<file path="config.mk">
export PLATFORM = sky130hd
export DESIGN_NAME = muxn_rr_reg_flat
export DESIGN_NICKNAME = d
export VERILOG_FILES = /design/src/rtl/muxn_rr_reg_if.sv /design/src/rtl/muxn_rr_reg.sv /design/src/flat_wrapper.sv
export SDC_FILE = /design/constraint.sdc
export NUM_CORES = 1
export LEC_CHECK = 0
export CORE_UTILIZATION = 35
export CTS_CLUSTER_SIZE = 16
export DETAILED_ROUTE_END_ITERATION = 10
export PLACE_DENSITY = 0.7
export SETUP_SLACK_MARGIN = 0.4
export SYNTH_ARGS = -nofsm -noshare
export SYNTH_HDL_FRONTEND = slang
export SYNTH_SLANG_ARGS = --single-unit
</file>
<file path="constraint.sdc">
create_clock -name clk -period 6.75 [get_ports clk]
set_input_delay 2.025 -clock clk [delete_from_list [all_inputs] [get_ports clk]]
set_output_delay 2.025 -clock clk [all_outputs]
set_load 0.01 [all_outputs]
</file>
<file path="src/rtl/muxn_rr_reg_if.sv">
// Channel-side and output-side handshake bundle for muxn_rr_reg.
// The slave side is the mux itself; the master side is whatever feeds it and drains it.
interface muxn_rr_reg_if #(
  parameter int unsigned bit_width = 16,
  parameter int unsigned n_inputs  = 5,
  parameter int unsigned sel_w     = 3
);
  logic [n_inputs*bit_width-1:0] in_data;
  logic [n_inputs-1:0]           in_valid;
  logic [n_inputs-1:0]           in_ready;
  logic [bit_width-1:0]          y;
  logic                          y_valid;
  logic                          y_ready;
  logic [sel_w-1:0]              y_src;

  modport master (
    output in_data, in_valid, y_ready,
    input  in_ready, y, y_valid, y_src
  );

  modport slave (
    input  in_data, in_valid, y_ready,
    output in_ready, y, y_valid, y_src
  );
endinterface

</file>
<file path="src/rtl/muxn_rr_reg.sv">
// N-way registered multiplexer: direct select (mode=0) or round-robin arbitration (mode=1)
// into a single output register with valid/ready flow control.
module muxn_rr_reg #(
  parameter int unsigned bit_width = 16,
  parameter int unsigned n_inputs  = 5,
  parameter int unsigned sel_w     = 3
) (
  input  logic             clk,
  input  logic             rst_n,
  input  logic             mode,
  input  logic [sel_w-1:0] s,
  muxn_rr_reg_if.slave     bus,
  output logic             sel_err
);

  logic [bit_width-1:0] y_q;
  logic                 y_valid_q;
  logic [sel_w-1:0]     y_src_q;
  logic [sel_w-1:0]     rr_ptr;

  logic                 load_en;
  logic                 s_in_range;
  logic                 gnt_vld;
  logic [sel_w-1:0]     gnt_idx;
  logic [bit_width-1:0] gnt_data;
  logic [n_inputs-1:0]  in_ready_c;

  assign load_en    = !y_valid_q || bus.y_ready;
  assign s_in_range = 32'(s) < n_inputs;

  // Round-robin search done as two passes over constant indices: first the
  // lowest valid channel at or above rr_ptr, then (wrap) the lowest overall.
  always_comb begin
    gnt_vld = 1'b0;
    gnt_idx = '0;
    if (!mode) begin
      for (int unsigned i = 0; i < n_inputs; i++) begin
        if (s == sel_w'(i) && bus.in_valid[i]) begin
          gnt_vld = 1'b1;
          gnt_idx = sel_w'(i);
        end
      end
    end else begin
      for (int unsigned i = 0; i < n_inputs; i++) begin
        if (!gnt_vld && bus.in_valid[i] && 32'(rr_ptr) <= i) begin
          gnt_vld = 1'b1;
          gnt_idx = sel_w'(i);
        end
      end
      for (int unsigned i = 0; i < n_inputs; i++) begin
        if (!gnt_vld && bus.in_valid[i]) begin
          gnt_vld = 1'b1;
          gnt_idx = sel_w'(i);
        end
      end
    end
  end

  always_comb begin
    gnt_data   = '0;
    in_ready_c = '0;
    for (int unsigned i = 0; i < n_inputs; i++) begin
      if (gnt_idx == sel_w'(i)) begin
        gnt_data      = bus.in_data[i*bit_width +: bit_width];
        in_ready_c[i] = load_en && gnt_vld;
      end
    end
  end

  always_ff @(posedge clk or negedge rst_n) begin
    if (!rst_n) begin
      y_q       <= '0;
      y_valid_q <= 1'b0;
      y_src_q   <= '0;
      rr_ptr    <= '0;
      sel_err   <= 1'b0;
    end else begin
      sel_err <= !mode && load_en && !s_in_range;
      if (load_en) begin
        if (gnt_vld) begin
          y_q       <= gnt_data;
          y_src_q   <= gnt_idx;
          y_valid_q <= 1'b1;
          if (mode) begin
            if (32'(gnt_idx) == n_inputs - 1) begin
              rr_ptr <= '0;
            end else begin
              rr_ptr <= gnt_idx + 1'b1;
            end
          end
        end else begin
          y_valid_q <= 1'b0;
        end
      end
    end
  end

  always_comb begin
    bus.in_ready = rst_n ? in_ready_c : '0;
    bus.y        = y_q;
    bus.y_valid  = y_valid_q;
    bus.y_src    = y_src_q;
  end

endmodule

</file>
<file path="src/flat_wrapper.sv">
// flat-port wrapper written by rule: the top's interface ports become plain ports
module muxn_rr_reg_flat 
#(
  parameter int unsigned bit_width = 16,
  parameter int unsigned n_inputs  = 5,
  parameter int unsigned sel_w     = 3
)
  (clk, rst_n, mode, s, sel_err, bus_in_data, bus_in_valid, bus_y_ready, bus_in_ready, bus_y, bus_y_valid, bus_y_src);
  muxn_rr_reg_if #(.bit_width(bit_width), .n_inputs(n_inputs), .sel_w(sel_w)) bus_i ();
  input  logic clk;
  input  logic rst_n;
  input  logic mode;
  input  logic [sel_w-1:0] s;
  output logic sel_err;
  input wire logic [$bits(bus_i.in_data)-1:0] bus_in_data;
  input wire logic [$bits(bus_i.in_valid)-1:0] bus_in_valid;
  input wire logic [$bits(bus_i.y_ready)-1:0] bus_y_ready;
  output wire logic [$bits(bus_i.in_ready)-1:0] bus_in_ready;
  output wire logic [$bits(bus_i.y)-1:0] bus_y;
  output wire logic [$bits(bus_i.y_valid)-1:0] bus_y_valid;
  output wire logic [$bits(bus_i.y_src)-1:0] bus_y_src;
  assign bus_i.in_data = bus_in_data;
  assign bus_i.in_valid = bus_in_valid;
  assign bus_i.y_ready = bus_y_ready;
  assign bus_in_ready = bus_i.in_ready;
  assign bus_y = bus_i.y;
  assign bus_y_valid = bus_i.y_valid;
  assign bus_y_src = bus_i.y_src;
  muxn_rr_reg #(.bit_width(bit_width), .n_inputs(n_inputs), .sel_w(sel_w)) u_core (.clk(clk), .rst_n(rst_n), .mode(mode), .s(s), .bus(bus_i), .sel_err(sel_err));
endmodule
</file>
==> flow_summary_export.csv <==
group,metric,value,unit
place,numPortBuffers,117,
synthesis,synth-main-ff-cell,"dfrtp_1",
routing,ant_nets,0,
worst_setup_path,cp_top_family,"buffers and inverters",
power_and_ir_drop,seqPwrFrac,25.6,%
power_and_ir_drop,p_leak,0.00154,uW
routing,wire_per_inst,17.9,um
synthesis,muxShareOfSynthArea,8.47,%
final_layout,diodes,0,
synthesis,synth_compound_area_share,33.4,%
final_layout,layout.nets,500,
outcome,status,"finished, final reports clean",
synthesis,synthSimpleGateAreaFrac,23.1,%
place,gp_congestion,0.873,
final_layout,multiInputGateArea,1670,um^2
power_and_ir_drop,p_int,577,uW
worst_setup_path,crit_path_cell_trace,"clkdlybuf4s50_1, mux2i_2, nor3_2, a211o_1, and2_1, nand2_1, nor2_1, clkdlybuf4s50_1",
synthesis,synthTopCellsByArea,"dfrtp_1, mux2i_1, a21oi_1",
synthesis,ys_ff_latch,24,
worst_setup_path,crit_type,"input port to output pin",
synthesis,seq_area_frac_synth,24.8,%
worst_setup_path,required,4720,ps
worst_setup_path,cp.arrival,4230,ps
final_layout,fin_util,58.3,%
min_path,worstHoldPathType,"register to register",
routing,avgViaCountPerCell,5.67,
power_and_ir_drop,share_comb_of_total_power,61.2,%
power_and_ir_drop,switchingPower,374,uW
worst_setup_path,timing.rr.end,"u_core.bus.y[5]$_DFFE_PN0P_",
final_layout,final_cells,481,
clock_tree,cts_tree,"built",
timing,rsz0062_at_grt,"false",
clock_tree,clkSinkCount,24,
worst_setup_path,reg2reg_depth,9,
timing,fmax,160,MHz
worst_setup_path,r2r-start,"u_core.rr_ptr[2]$_DFFE_PN0P_",
worst_setup_path,cpPeakStageDelay,590,ps
synthesis,synth_nets,391,
worst_setup_path,cpMostUsedCell,"clkdlybuf4s50_1",
synthesis,yosysTopAreaCell,"dfrtp_1",
clock_tree,cts.root.buffer_cell,"clkbuf_8",
clock_tree,clock_path_buffers,2,
routing,drc,0,
final_layout,drive_gt1_share,14.9,%
min_path,min_path_cells,2,
place,dp_cells,476,
power_and_ir_drop,p_sw_share,39.3,%
synthesis,avgSynthCellArea,8.19,um^2
min_path,worstHoldStart,"u_core.bus.y_src[2]$_DFFE_PN0P_",
clock_tree,cts_buffers,3,
timing,finalCritPeriodShare,92.7,%
routing,wl,8620,um
synthesis,synth.distinct_cells,48,
synthesis,synth.cell_area,2420,um^2
worst_setup_path,crit_buf_inv,2,
place,dp_hpwl,6410,um
timing,period_needed,6260,ps
routing,vias,2728,
timing,slew_violations,0,
power_and_ir_drop,ir_drop,0.0929,mV
global_routing,grt_pass1_vias,2684,
global_routing,grt_pass1_wl,13600,um
timing,max_slew_margin,35.9,%
die,ioPinCount,118,
worst_setup_path,critPathCaptureType,"output pin",
power_and_ir_drop,clkPwrFrac,13.2,%
worst_setup_path,crit_fanout,5,
synthesis,synth_top_family_by_area,"compound AO/OA/AOI/OAI gates",
synthesis,yosys_warnings,0,
global_routing,antenna_found_initial,0,
synthesis,async_flop_share,100,%
clock_tree,clk_pin_slew,90,ps
global_routing,grt-ovfl-total,0,
die,dieWidth,85.2,um
worst_setup_path,r2r_slack,3440,ps
power_and_ir_drop,p_per_area,249,nW/um^2
synthesis,synth-xor-area-share,0,%
synthesis,synth_common_cells,"a21oi_1, dfrtp_1, inv_1",
timing,clock_skew,2.13,ps
min_path,hold-path-endpoint,"u_core.bus.y_src[2]$_DFFE_PN0P_",
final_layout,fillers,639,
final_layout,syn_to_final_growth,57.2,%
routing,drtIter0Drc,176,
die,design.die.area,7260,um^2
die,core,6530,um^2
global_routing,grt_start_max_net_pins,49,
timing,setup_ws,492,ps
timing,tns,0,ps
worst_setup_path,critPathSlowestCell,"clkdlybuf4s50_1",
routing,first_pass_iters,4,
synthesis,syn-instance-count,296,
die,start_util,37.1,%
clock_tree,cts_max_level,1,
synthesis,synth_edf_count,0,
clock_tree,clk_latency,260,ps
clock_tree,ctsHoldBuffers,0,
global_routing,grt_usage,23.6,%
run,max_cap_viol_count,0,
synthesis,synth_fa_ha_area_share,1.55,%
place,place_ws,187,ps
die,rows,29,
die,fp.dieH,85.2,um
timing,setup_viol,0,
timing,hold_viol,0,
timing,tightest_slew,961,ps
synthesis,yosys.area.top_type_share,24.8,%
synthesis,yosysMostFrequentCell,"a21oi_1",
worst_setup_path,setup.worst_path.start_class,"input port",
final_layout,seq_area,601,um^2
## stage by stage
stage | instance area [um^2] | hold slack (ps) | power, uW
6_report | 3810 | 499 | 950
5_1_grt | 3810 | 547 | 1020
4_1_cts | 3770 | 502 | 947
3_5_place_dp | 3670 | 481 | 812
3_3_place_gp | 3670 | 471 | 806
2_1_floorplan | 2420 | 516 | 571
## state kept, by name, summed over array words and instances, names as in the netlist
| register | count |
|---|---|
| u_core.bus.y | 16 |
| u_core.rr_ptr | 3 |
| u_core.bus.y_valid | 1 |
| u_core.bus.y_src | 3 |
| u_core.sel_err | 1 |
## worst max path at each step
stage	from	endpoint	slack, ps	cells past startpoint
after floorplan	bus_in_valid[3]	bus_in_ready[3]	450	11
after global placement	bus_in_valid[3]	bus_in_ready[4]	230	10
after detailed placement	bus_in_valid[3]	bus_in_ready[4]	190	10
after CTS	bus_in_valid[1]	bus_in_ready[3]	400	9
after global routing	s[0]	bus_in_ready[1]	390	8
final	s[0]	bus_in_ready[1]	490	8
## area by class of cell
cell class              instances  area share [%]
multi-input cells             222            43.8
well taps                      77            2.53
repair buffers                132            33.9
inverters                      22            2.17
flip-flops and latches         24            15.8
clock buffers                   3            1.08
clock inverters                 1           0.788
## cell usage in the layout, fill, tap and decap left out, types with 3 or more instances in the layout
cell type / instances
nor4b_1: 15
nand2b_1: 17
a211oi_1: 16
inv_1: 22
dfrtp_1: 24
nand4_1: 16
buf_4: 15
dlymetal6s2s_1: 4
a31o_2: 17
clkdlybuf4s50_1: 110
nand2_1: 13
a21oi_1: 31
nor2_1: 7
clkbuf_8: 3
nor2b_1: 4
a31oi_1: 16
o21ai_0: 4
mux2i_1: 17
## power by group through the flow
stage | Sequential, uW | Clock (uW) | Combinational (uW)
2_1_floorplan | 261 | 0 | 310
3_3_place_gp | 242 | 0 | 564
3_5_place_dp | 244 | 0 | 568
4_1_cts | 241 | 128 | 578
5_1_grt | 249 | 135 | 633
6_report | 243 | 126 | 582
## routing by layer
metal  share of wire, %  GRT usage, %  vias up
li1                   -             -     1344
met1                 46          34.2     1257
met2                 46          37.2      115
met3                6.2          2.33       12
met4                1.9          6.47        0
met5                  0             0        -
## cell families after synthesis
| logic type | after synthesis |
|---|---|
| compound gates | 109 |
| fa+ha+maj | 3 |
| buf+inv | 50 |
| flops | 24 |
| mux | 20 |
| simple gates | 90 |
## worst register-to-register path, cell delays in order (launching register included)
cell	delay [ps]
dfrtp_1	580
o21ai_2	150
nand2_1	190
mux2i_2	380
a21oi_2	140
ha_1	220
buf_4	280
a2111oi_4	880
nand4_1	170
a31oi_1	230
## timing repair
action,CTS,global route
resized for setup,10,11
setup buffers,1,0
pin swaps,0,0
gates cloned,0,0
endpoints found under the setup margin,3,4
No activity file was read; power rests on OpenSTA's default activity.
